**src/rtl/dmem_bus_arbiter.sv**
```systemverilog
// Two-port round-robin arbiter for the data-memory bus.
// One transaction in flight: latch request, issue for one cycle, wait out the
// fixed read latency, then pulse the winner's ack. Every output comes from
// state or registers, so there is no input-to-output combinational path.
module dmem_bus_arbiter #(
  parameter int READ_LATENCY = 1
) (
  input  logic        clock,
  input  logic        reset,
  input  logic        m0_req,
  input  logic        m0_write,
  input  logic [31:0] m0_address,
  input  logic [31:0] m0_write_data,
  input  logic [3:0]  m0_byte_enable,
  output logic        m0_ack,
  output logic [31:0] m0_read_data,
  input  logic        m1_req,
  input  logic        m1_write,
  input  logic [31:0] m1_address,
  input  logic [31:0] m1_write_data,
  input  logic [3:0]  m1_byte_enable,
  output logic        m1_ack,
  output logic [31:0] m1_read_data,
  output logic [31:0] bus_address,
  output logic [31:0] bus_write_data,
  output logic        bus_read_enable,
  output logic        bus_write_enable,
  output logic [3:0]  bus_byte_enable,
  input  logic [31:0] bus_read_data
);

  typedef enum logic [1:0] {IDLE, ISSUE, WAIT, DONE} state_t;

  state_t            state;
  logic              gnt;
  logic              last_grant;
  logic              wr_q;
  logic [31:0]       addr_q;
  logic [31:0]       wdata_q;
  logic [3:0]        be_q;
  logic [2:0]        cnt;
  logic [1:0][31:0]  rd_q;

  logic [1:0]        req;
  logic              nxt_gnt;
  logic              issue;

  assign req = {m1_req, m0_req};

  // Winner selection: a lone requester wins, a tie goes to the port not served last.
  always_comb begin
    nxt_gnt = 1'b0;
    case (req)
      2'b01:   nxt_gnt = 1'b0;
      2'b10:   nxt_gnt = 1'b1;
      2'b11:   nxt_gnt = ~last_grant;
      default: nxt_gnt = 1'b0;
    endcase
  end

  // Arbitration FSM with latched payload, read-latency counter and read-data capture.
  always_ff @(posedge clock or negedge reset) begin
    if (!reset) begin
      state      <= IDLE;
      gnt        <= 1'b0;
      last_grant <= 1'b1;
      wr_q       <= 1'b0;
      addr_q     <= '0;
      wdata_q    <= '0;
      be_q       <= '0;
      cnt        <= '0;
      rd_q       <= '0;
    end else begin
      case (state)
        IDLE: begin
          if (|req) begin
            gnt     <= nxt_gnt;
            wr_q    <= nxt_gnt ? m1_write       : m0_write;
            addr_q  <= nxt_gnt ? m1_address     : m0_address;
            wdata_q <= nxt_gnt ? m1_write_data  : m0_write_data;
            be_q    <= nxt_gnt ? m1_byte_enable : m0_byte_enable;
            state   <= ISSUE;
          end
        end
        ISSUE: begin
          if (wr_q) begin
            state <= DONE;
          end else begin
            cnt   <= 3'(READ_LATENCY);
            state <= WAIT;
          end
        end
        WAIT: begin
          cnt <= cnt - 3'd1;
          if (cnt == 3'd1) begin
            rd_q[gnt] <= bus_read_data;
            state     <= DONE;
          end
        end
        DONE: begin
          last_grant <= gnt;
          state      <= IDLE;
        end
        default: state <= IDLE;
      endcase
    end
  end

  // Bus is driven only during the single issue cycle; zero otherwise.
  assign issue            = (state == ISSUE);
  assign bus_address      = issue ? addr_q  : '0;
  assign bus_write_data   = issue ? wdata_q : '0;
  assign bus_byte_enable  = issue ? be_q    : '0;
  assign bus_write_enable = issue &  wr_q;
  assign bus_read_enable  = issue & ~wr_q;

  assign m0_ack       = (state == DONE) & ~gnt;
  assign m1_ack       = (state == DONE) &  gnt;
  assign m0_read_data = rd_q[0];
  assign m1_read_data = rd_q[1];

endmodule
```
**config.mk**
```make
export PLATFORM = sky130hd
export DESIGN_NAME = dmem_bus_arbiter
export DESIGN_NICKNAME = d
export VERILOG_FILES = /design/src/rtl/dmem_bus_arbiter.sv
export SDC_FILE = /design/constraint.sdc
export NUM_CORES = 1
export LEC_CHECK = 0
export CAP_MARGIN = 0
export CORE_ASPECT_RATIO = 0.75
export CORE_MARGIN = 3
export CORE_UTILIZATION = 35
export DETAILED_ROUTE_END_ITERATION = 12
export GPL_TIMING_DRIVEN = 0
export PLACE_DENSITY = 0.66
export RECOVER_POWER = 25
export SLEW_MARGIN = 20
export SYNTH_ARGS = -nofsm -noshare
export SYNTH_HDL_FRONTEND = slang
export SYNTH_SLANG_ARGS = --single-unit
export TNS_END_PERCENT = 1
```
**constraint.sdc**
```tcl
create_clock -name clock -period 1.9 [get_ports clock]
set_input_delay 0.38 -clock clock [delete_from_list [all_inputs] [get_ports clock]]
set_output_delay 0.38 -clock clock [all_outputs]
set_load 0.005 [all_outputs]
```
Word-level counts from Yosys, hierarchy flattened. Index checks and enable logic that the tools add are counted.

Logic and storage cells: 54. Output and inout port bits: 136. Register bits: 140. Input port bits: 174.

Bitwise logic cells: 7. Magnitude comparators: 2. Multiplexer cells: 17. Reduce and logical (&&, ||, !) cells: 8. Add/subtract/negate cells: 1. Equality and inequality tests: 9.

Operators with widths (number): two-way mux 32 bit (5); bitwise mux 64 bit (1); demux 32 bit (select 1 bit) (1); == test 2 bit, second input constant (4); two-way mux 4 bit (2); case mux 2 bit (4 select lines) (1); AND reduction 2 bit (4); != test 2 bit, second input constant (3); case mux 3 bit (2 select lines) (1); AND 1 bit (4); two-way mux 2 bit (2); == test 3 x 1 -> 1 bit, second input constant (1); two-way mux 3 bit (1); NOT 1 bit (3); subtractor 3 x 1 -> 3 bit, second input constant (1); == test 2 x 1 -> 1 bit, second input constant (1); logical NOT 2 bit (1); < comparator 1 x 2 -> 1 bit, second input constant (1); two-way mux 1 bit (2); case mux 1 bit (2 select lines) (1); nonzero test 2 bit (1); OR reduction 2 bit (1); >= comparator 1 bit, second input constant (1); logical AND 1 bit (1).

Depth between registers and ports, before layout. Gate-level depths: netlist (run 1).

Word-level depth: 5. Gate-level depth with buffers: 8. Mapped depth without buffers: 5.

Worst setup path after synthesis (run 1). OpenSTA, ideal clock, no wires.

Path type: flip-flop to flip-flop. Start point: reg state[0]. End point: reg rd_q (netlist bit m0_read_data[10]). Setup time: 0.125 ns. Path slack: 0.182 ns. Clock period less this slack: 1.718 ns. Cell stages (with the launch flop): 6. Arrival: 1.593 ns. Path buffers: 1. Data required time: 1.775 ns. Cells stage by stage: dfrtp_1 -> inv_1 -> ha_1 -> nor3b_4 -> buf_6 -> mux2_2.

Cells in the longest elaborated chain, start to end: 2.

Ends and longest elaborated chain: from (decl) (RTL line 34) `state_t state;`; from (signal assigned) (RTL line 64) `state <= IDLE;`; from (signal assigned) (RTL line 82) `state <= ISSUE;`; from (signal assigned) (RTL line 87) `state <= DONE;`; == test 2 bit (RTL line 74) `case (state)`; AND reduction 2 bit (no source line); to (signal, indexed assignment) (RTL line 96) `rd_q[gnt] <= bus_read_data;`; to (decl) (RTL line 42) `logic [1:0][31:0] rd_q;`.

No other way between the ends. A chain may end at the register's enable or synchronous reset.

Worst setup path in the final report (run 1).
Start point: reg state[0]. End point: out bus_write_data[19].

Cells in the longest elaborated chain, start to end: 2.

Ends and longest elaborated chain: == test 2 x 1 -> 1 bit (RTL line 110) `assign issue = (state == ISSUE);`; two-way mux 32 bit (RTL line 112) `assign bus_write_data = issue ? wdata_q : '0;`; to (decl) (RTL line 25) `output logic [31:0] bus_write_data,`.

No other way between the ends.

==> metrics.txt, run 1 <==
status=finished with violations; failing checks=negative setup slack; Top delay family on crit path=buffers and inverters; fmax=0.492 GHz; largest net degree at the start of global routing=85; largest cells by area after synthesis=dfrtp_1 (54%), mux2_2 (11%), mux2i_1 (11%); Setup WS post-layout=-132 ps; CTS buffer count=17; CTS Buffer Depth=2; critical-path cell list=ha_4 -> buf_8 -> buf_8 -> buf_6 -> and2_4 -> buf_6; Distinct cells, synth=29; asr flop ratio synth=1.00; dpl ws=-761 ps; CTS tree=done; syn_area_per_cell=11.6 µm²; Crit path required time=1520 ps; register area share after synthesis=0.542; GRT Total Usage=0.201; Pwr per Cell Area=1520 nW/µm²; total negative slack=-4580 ps; Root Buffer=clkbuf_16; Inst Count DP=1108; sequential cell area=3500 µm²; via count of the routed design=5352; DRT antenna net count=0; number of global-route vias before repair=5707; Via density=4.65; Commonest cells post-synth=dfrtp_1 (139), o21ai_0 (72), nand2_1 (71); Finish-stage setup viols=69; crit-path max FO=6; max incr delay on CP=410 ps; P&R area growth vs syn=70.2%; H-tree levels=4; P_int=0.0116 W; Synth Warn #=0; CP Launch Type=flip-flop; starting density of the core=0.362; Avg WL per Cell=17.8 µm; Layout Nets=1079; Static Leakage=5.06 nW; Max-cap violations=0; drt first pass iters=4; gr ovfl total=0; post-route cell area=11000 µm²; Cell Area, Placed=9900 µm²; drt drc=0; gpl congestion=0.814; share of total power in the clock network=0.210; DIE AREA=20200 µm²; switching share of power=0.306; VDD IR max=0.000539 V; Final Routed Wirelength=20500 µm; Synthesized Nets=737; height of the die=124 µm; final core utilization=0.616; fillcell total=1469; area of the multi-input gates=2950 µm²; clock skew=7.35 ps; Final min period=2030 ps; first-pass GRT wire length=31200 µm; share of the synthesized area in the top cell type=0.538; Comb power frac=0.473; FP Rows=42; Yosys reg bits=140; Die W=163 µm; WP buf/inv=4; Slew Viols, Final=0; final non-filler cell total=1152; Cells after Synth=556; register share of total power=0.317; drt initial violations=132; Crit-path slowest cell=dfrtp_1; CP endpoint kind=output pin; max_slew headroom=0.227; Worst-path clk slew=60 ps; most numerous cell in the Yosys netlist=dfrtp_1; Antenna Cells=0; clock sink count=140; DP HPWL=15700 µm; worst setup path class=reg2out; ratio of cells with drive above 1 in the final layout=0.307; Most used DFF post-synth=dfrtp_1; worst slew pin tran=1160 ps; final hold violation count=0; Final period util=1.07; area of the core=17900 µm²; synthesized area=6470 µm²; post-synth top area cell=dfrtp_1; WP data arrival=1650 ps; initial antenna violation count=0; RSZ-0062 raised after global routing=true; Worst Hold Class=reg2reg; I/O Pins=310; Buffers on Ports=309; Switch Pwr=0.00512 W; Skew-Pair Late Insertion Delay=410 ps; number of synthesized flops with an enable pin=0
metal layers:
layer / wire, µm / vias up / track usage
li1: - / 2582 / -
met1: 8490 / 2554 / 0.242
met2: 10200 / 195 / 0.348
met3: 1520 / 21 / 0.0648
met4: 318 / 0 / 0.0618
met5: 0 / - / 0
kinds of logic (layout without fill, tap and decap cells):
family,Yosys count,after routing,share of synthesized area
AO/OA/AOI/OAI,81,81,0.0673
adder cells (fa/ha/maj),7,7,0.0135
buffers and inverters,42,396,0.0338
flip-flops,140,140,0.542
multiplexers,135,135,0.222
AND/OR/NAND/NOR,151,151,0.122
worst reg2reg max path, stage by stage, from the launching register on:
cell	delay, ps
dfrtp_1	410
buf_4	170
inv_4	90
ha_4	180
nor3b_4	190
buf_6	150
buf_8	140
mux2_2	350
cell type report:
class | instances | share of cell area
plain buffers | 36 | 0.0302
inverters | 5 | 0.00193
multi-input cells | 374 | 0.268
flip-flops and latches | 140 | 0.318
clock inverters | 10 | 0.0149
well taps | 242 | 0.0275
clock buffers | 21 | 0.0427
repair buffers | 324 | 0.297
through the flow:
stage / power, W / hold slack [ps]
2_1_floorplan: 0.00816 / 84.4
3_3_place_gp: 0.0118 / 455
3_5_place_dp: 0.0121 / 420
4_1_cts: 0.0164 / 476
5_1_grt: 0.0178 / 493
6_report: 0.0167 / 470
what timing repair did:
action	4_1_cts	5_1_grt
cloned	2	1
endpoints found under the setup margin	165	120
endpoints found under the hold margin	63	0
gates resized for setup	377	75
hold buffers	1	0
pin swaps	39	19
setup buffers	9	1
sequential cells by signal, indices dropped and copies added, names as in the netlist:
name,flops
state,2
gnt,1
last_grant,1
m1_read_data,32
cnt,3
addr_q,32
wdata_q,32
wr_q,1
be_q,4
m0_read_data,32
cells in the final DEF, fill, tap and decap left out, drive strengths merged:
cell	instances
clkdlybuf4s50	236
dfrtp	139
buf	100
o21ai	73
nand2	71
and2	70
mux2i	69
mux2	66
clkbuf	44
ha	7
inv	5
clkinvlp	4
bufinv	4
nand2b	3
a21bo	2
nor2	2
nor2b	2
clkinv	2
o21bai	1
o2bb2ai	1
a221oi	1
nor3	1
a22oi	1
a2bb2oi	1
nor3b	1
nand4b	1
a22o	1
dlygate4sd3	1
dfstp	1
path summary, 6_finish.rpt:
| kind | from | endpoint | slack, ps | depth (start not counted) |
|---|---|---|---|---|
| setup reg to reg | state[0] | m0_read_data[19] | 90 | 7 |
| setup / recovery | state[0] | bus_write_data[19] | -130 | 6 |
| min in group asynchronous | reset | addr_q[17] | 750 | 2 |
| max in group asynchronous | reset | m1_read_data[2] | 270 | 3 |
| hold / removal | wdata_q[16] | wdata_q[16] | 470 | 2 |
| hold reg to reg | wdata_q[16] | wdata_q[16] | 470 | 2 |
power by group through the flow:
stage / clock [W] / combinational (W) / sequential [W]
after floorplan: 0 / 0.00298 / 0.00518
after global placement: 0 / 0.00663 / 0.00521
after detailed placement: 0 / 0.00680 / 0.00529
after CTS: 0.00359 / 0.00750 / 0.00527
after global routing: 0.00371 / 0.00864 / 0.00547
final: 0.00352 / 0.00791 / 0.00530
(Power assumes the default switching activity.)
==> inputs of run 2 (changes only) <==
- CORE_UTILIZATION: 35 -> 29
- PLACE_DENSITY: 0.66 -> 0.56
- RECOVER_POWER: 25 -> unset
- SKIP_LAST_GASP: unset -> 1
==> metrics.txt, run 2 (same netlist as run 1, synthesis figures left out) <==
first-pass GRT wire length=32500 µm (was 31200 µm); height of the die=135 µm (was 124 µm); final hold violation count=0 (unchanged); Skew-Pair Late Insertion Delay=420 ps (was 410 ps); most frequent cells in the layout=clkdlybuf4s50_1 (236), dfrtp_1 (138), o21ai_0 (72) (was clkdlybuf4s50_1 (236), dfrtp_1 (139), nand2_1 (71), o21ai_0 (71), mux2i_1 (69)); crit-path max FO=6 (unchanged); Static Leakage=4.90 nW (was 5.06 nW); final non-filler cell total=1200 (was 1152); CTS buffer count=17 (unchanged); fmax=0.481 GHz (was 0.492 GHz); ratio of cells with drive above 1 in the final layout=0.239 (was 0.307); Final min period=2080 ps (was 2030 ps); Crit path required time=1520 ps (about the same); Buffers on Ports=309 (unchanged); P&R area growth vs syn=65.7% (was 70.2%); Max-cap violations=0 (unchanged); DRT antenna net count=0 (unchanged); largest net degree at the start of global routing=72 (was 85); WP data arrival=1700 ps (was 1650 ps); CP startpoint=state[0] (unchanged); CTS Buffer Depth=2 (unchanged); Inst Count DP=1154 (was 1108); critical-path cell list=ha_4 -> buf_12 -> clkbuf_16 -> and2_1 -> clkdlybuf4s15_2 (was ha_4 -> buf_8 -> buf_8 -> buf_6 -> and2_4 -> buf_6); via count of the routed design=5395 (was 5352); max incr delay on CP=430 ps (was 410 ps); max_slew headroom=0.616 (was 0.227); most common cell after layout, fill and taps aside=clkdlybuf4s50_1 (unchanged); GRT Total Usage=0.177 (was 0.201); Pwr per Cell Area=1470 nW/µm² (was 1520 nW/µm²); Via density=4.50 (was 4.65); Avg WL per Cell=17.8 µm (about the same); Worst-path clk slew=70 ps (was 60 ps); number of global-route vias before repair=5783 (was 5707); VDD IR max=0.000671 V (was 0.000539 V); Root Buffer=clkbuf_16 (unchanged); Layout Nets=1080 (was 1079); Antenna Cells=0 (unchanged); Final period util=1.09 (was 1.07); starting density of the core=0.301 (was 0.362); failing checks=negative setup slack (unchanged); Final Routed Wirelength=21400 µm (was 20500 µm); FP Rows=46 (was 42); Crit-path slowest cell=dfrtp_2 (was dfrtp_1); DP HPWL=16400 µm (was 15700 µm); reg2reg setup slack=-70 ps (was 90 ps); drt initial violations=201 (was 132); gpl congestion=0.780 (was 0.814); post-route cell area=10700 µm² (was 11000 µm²); crit path to=bus_address[21] (was bus_write_data[19]); FF-to-FF Start=state[0] (unchanged); Cell Area, Placed=9960 µm² (was 9900 µm²); drt first pass iters=4 (unchanged); Setup WS post-layout=-177 ps (was -132 ps); CP endpoint kind=output pin (unchanged); I/O Pins=310 (unchanged); gr ovfl total=0 (unchanged); reg2reg end=m0_read_data[10] (was m0_read_data[19]); Slew Viols, Final=0 (unchanged); RSZ-0062 raised after global routing=true (unchanged); drt drc=0 (unchanged); initial antenna violation count=0 (unchanged); clock sink count=140 (unchanged); Worst Hold Class=reg2reg (unchanged); CP Launch Type=flip-flop (unchanged); Finish-stage setup viols=115 (was 69); Die W=178 µm (was 163 µm); area of the core=21500 µm² (was 17900 µm²); DIE AREA=24200 µm² (was 20200 µm²); worst setup path class=reg2out (unchanged); R2R depth=7 (unchanged); CTS tree=done (unchanged); worst slew pin tran=576 ps (was 1160 ps); status=finished with violations (unchanged); H-tree levels=4 (unchanged); clock skew=11.6 ps (was 7.35 ps)
[run 2: cell count changes in the layout (fill, tap and decap cells not counted), sizes merged]
cell | before | now
inv | 5 | 13
clkdlybuf4s15 | 0 | 23
bufinv | 4 | 1
buf | 100 | 62
dlygate4sd2 | 0 | 3
clkbuf | 44 | 53
[run 2: power breakdown]
group	internal [W]	switching, W
Clock	0.00185	0.00140
Sequential	0.00448	0.000750
Combinational	0.00431	0.00296
Total	0.0106	0.00511
[run 2: how the worst min path moves through the flow]
stage / endpoint / cells past startpoint / start / slack (ps)
2_1_floorplan: addr_q[0] / 0 / reset / 80
3_3_place_gp: wdata_q[6] / 2 / wdata_q[6] / 450
3_5_place_dp: m0_read_data[4] / 1 / reset / 380
4_1_cts: wdata_q[6] / 2 / wdata_q[6] / 480
5_1_grt: wdata_q[7] / 2 / wdata_q[7] / 490
6_report: addr_q[13] / 2 / addr_q[13] / 470
[run 2: per-layer routing]
layer,wire [µm],part of all wire,global-route usage,vias up
li1,-,-,-,2588
met1,8620,0.40,0.212,2584
met2,10500,0.49,0.299,198
met3,1960,0.091,0.0647,25
met4,366,0.017,0.0528,0
met5,0,0,0,-
[run 2: stage by stage]
step           power (W)  TNS (ps)  setup WS [ps]  hold WS [ps]   util
4_1_cts           0.0160    -24250           -200           476  0.502
2_1_floorplan    0.00816         0            182          84.4      -
3_3_place_gp      0.0119   -772660          -5080           455  0.461
3_5_place_dp      0.0121    -75070           -913           383  0.463
5_1_grt           0.0169    -26680           -234           488  0.498
6_report          0.0157     -9980           -177           471  0.498
[run 2: worst max-delay path, delay by kind of cell, from the launching register on]
kind                     cells  cell delay (ps)
buffers and inverters        3              510
flip-flops                   1              430
adder cells (fa/ha/maj)      1              190
AND/OR/NAND/NOR              1              150
[run 2: what timing repair did]
item	CTS	global route
endpoints found under the hold margin	70	0
setup endpoints to repair	169	204
gates resized for setup	240	51
hold buffers	1	0
gates cloned	3	2
pin swaps	5	5
setup buffers	8	1
[run 2: layout make-up]
class | instances | area [µm²]
buffer | 36 | 328
clock buffer | 17 | 425
clock inverter | 15 | 150
fill | 1915 | 10800
inverter | 5 | 22.5
multi-input combinational | 374 | 2820
sequential | 140 | 3510
tap | 288 | 360
timing repair buffer | 325 | 3110
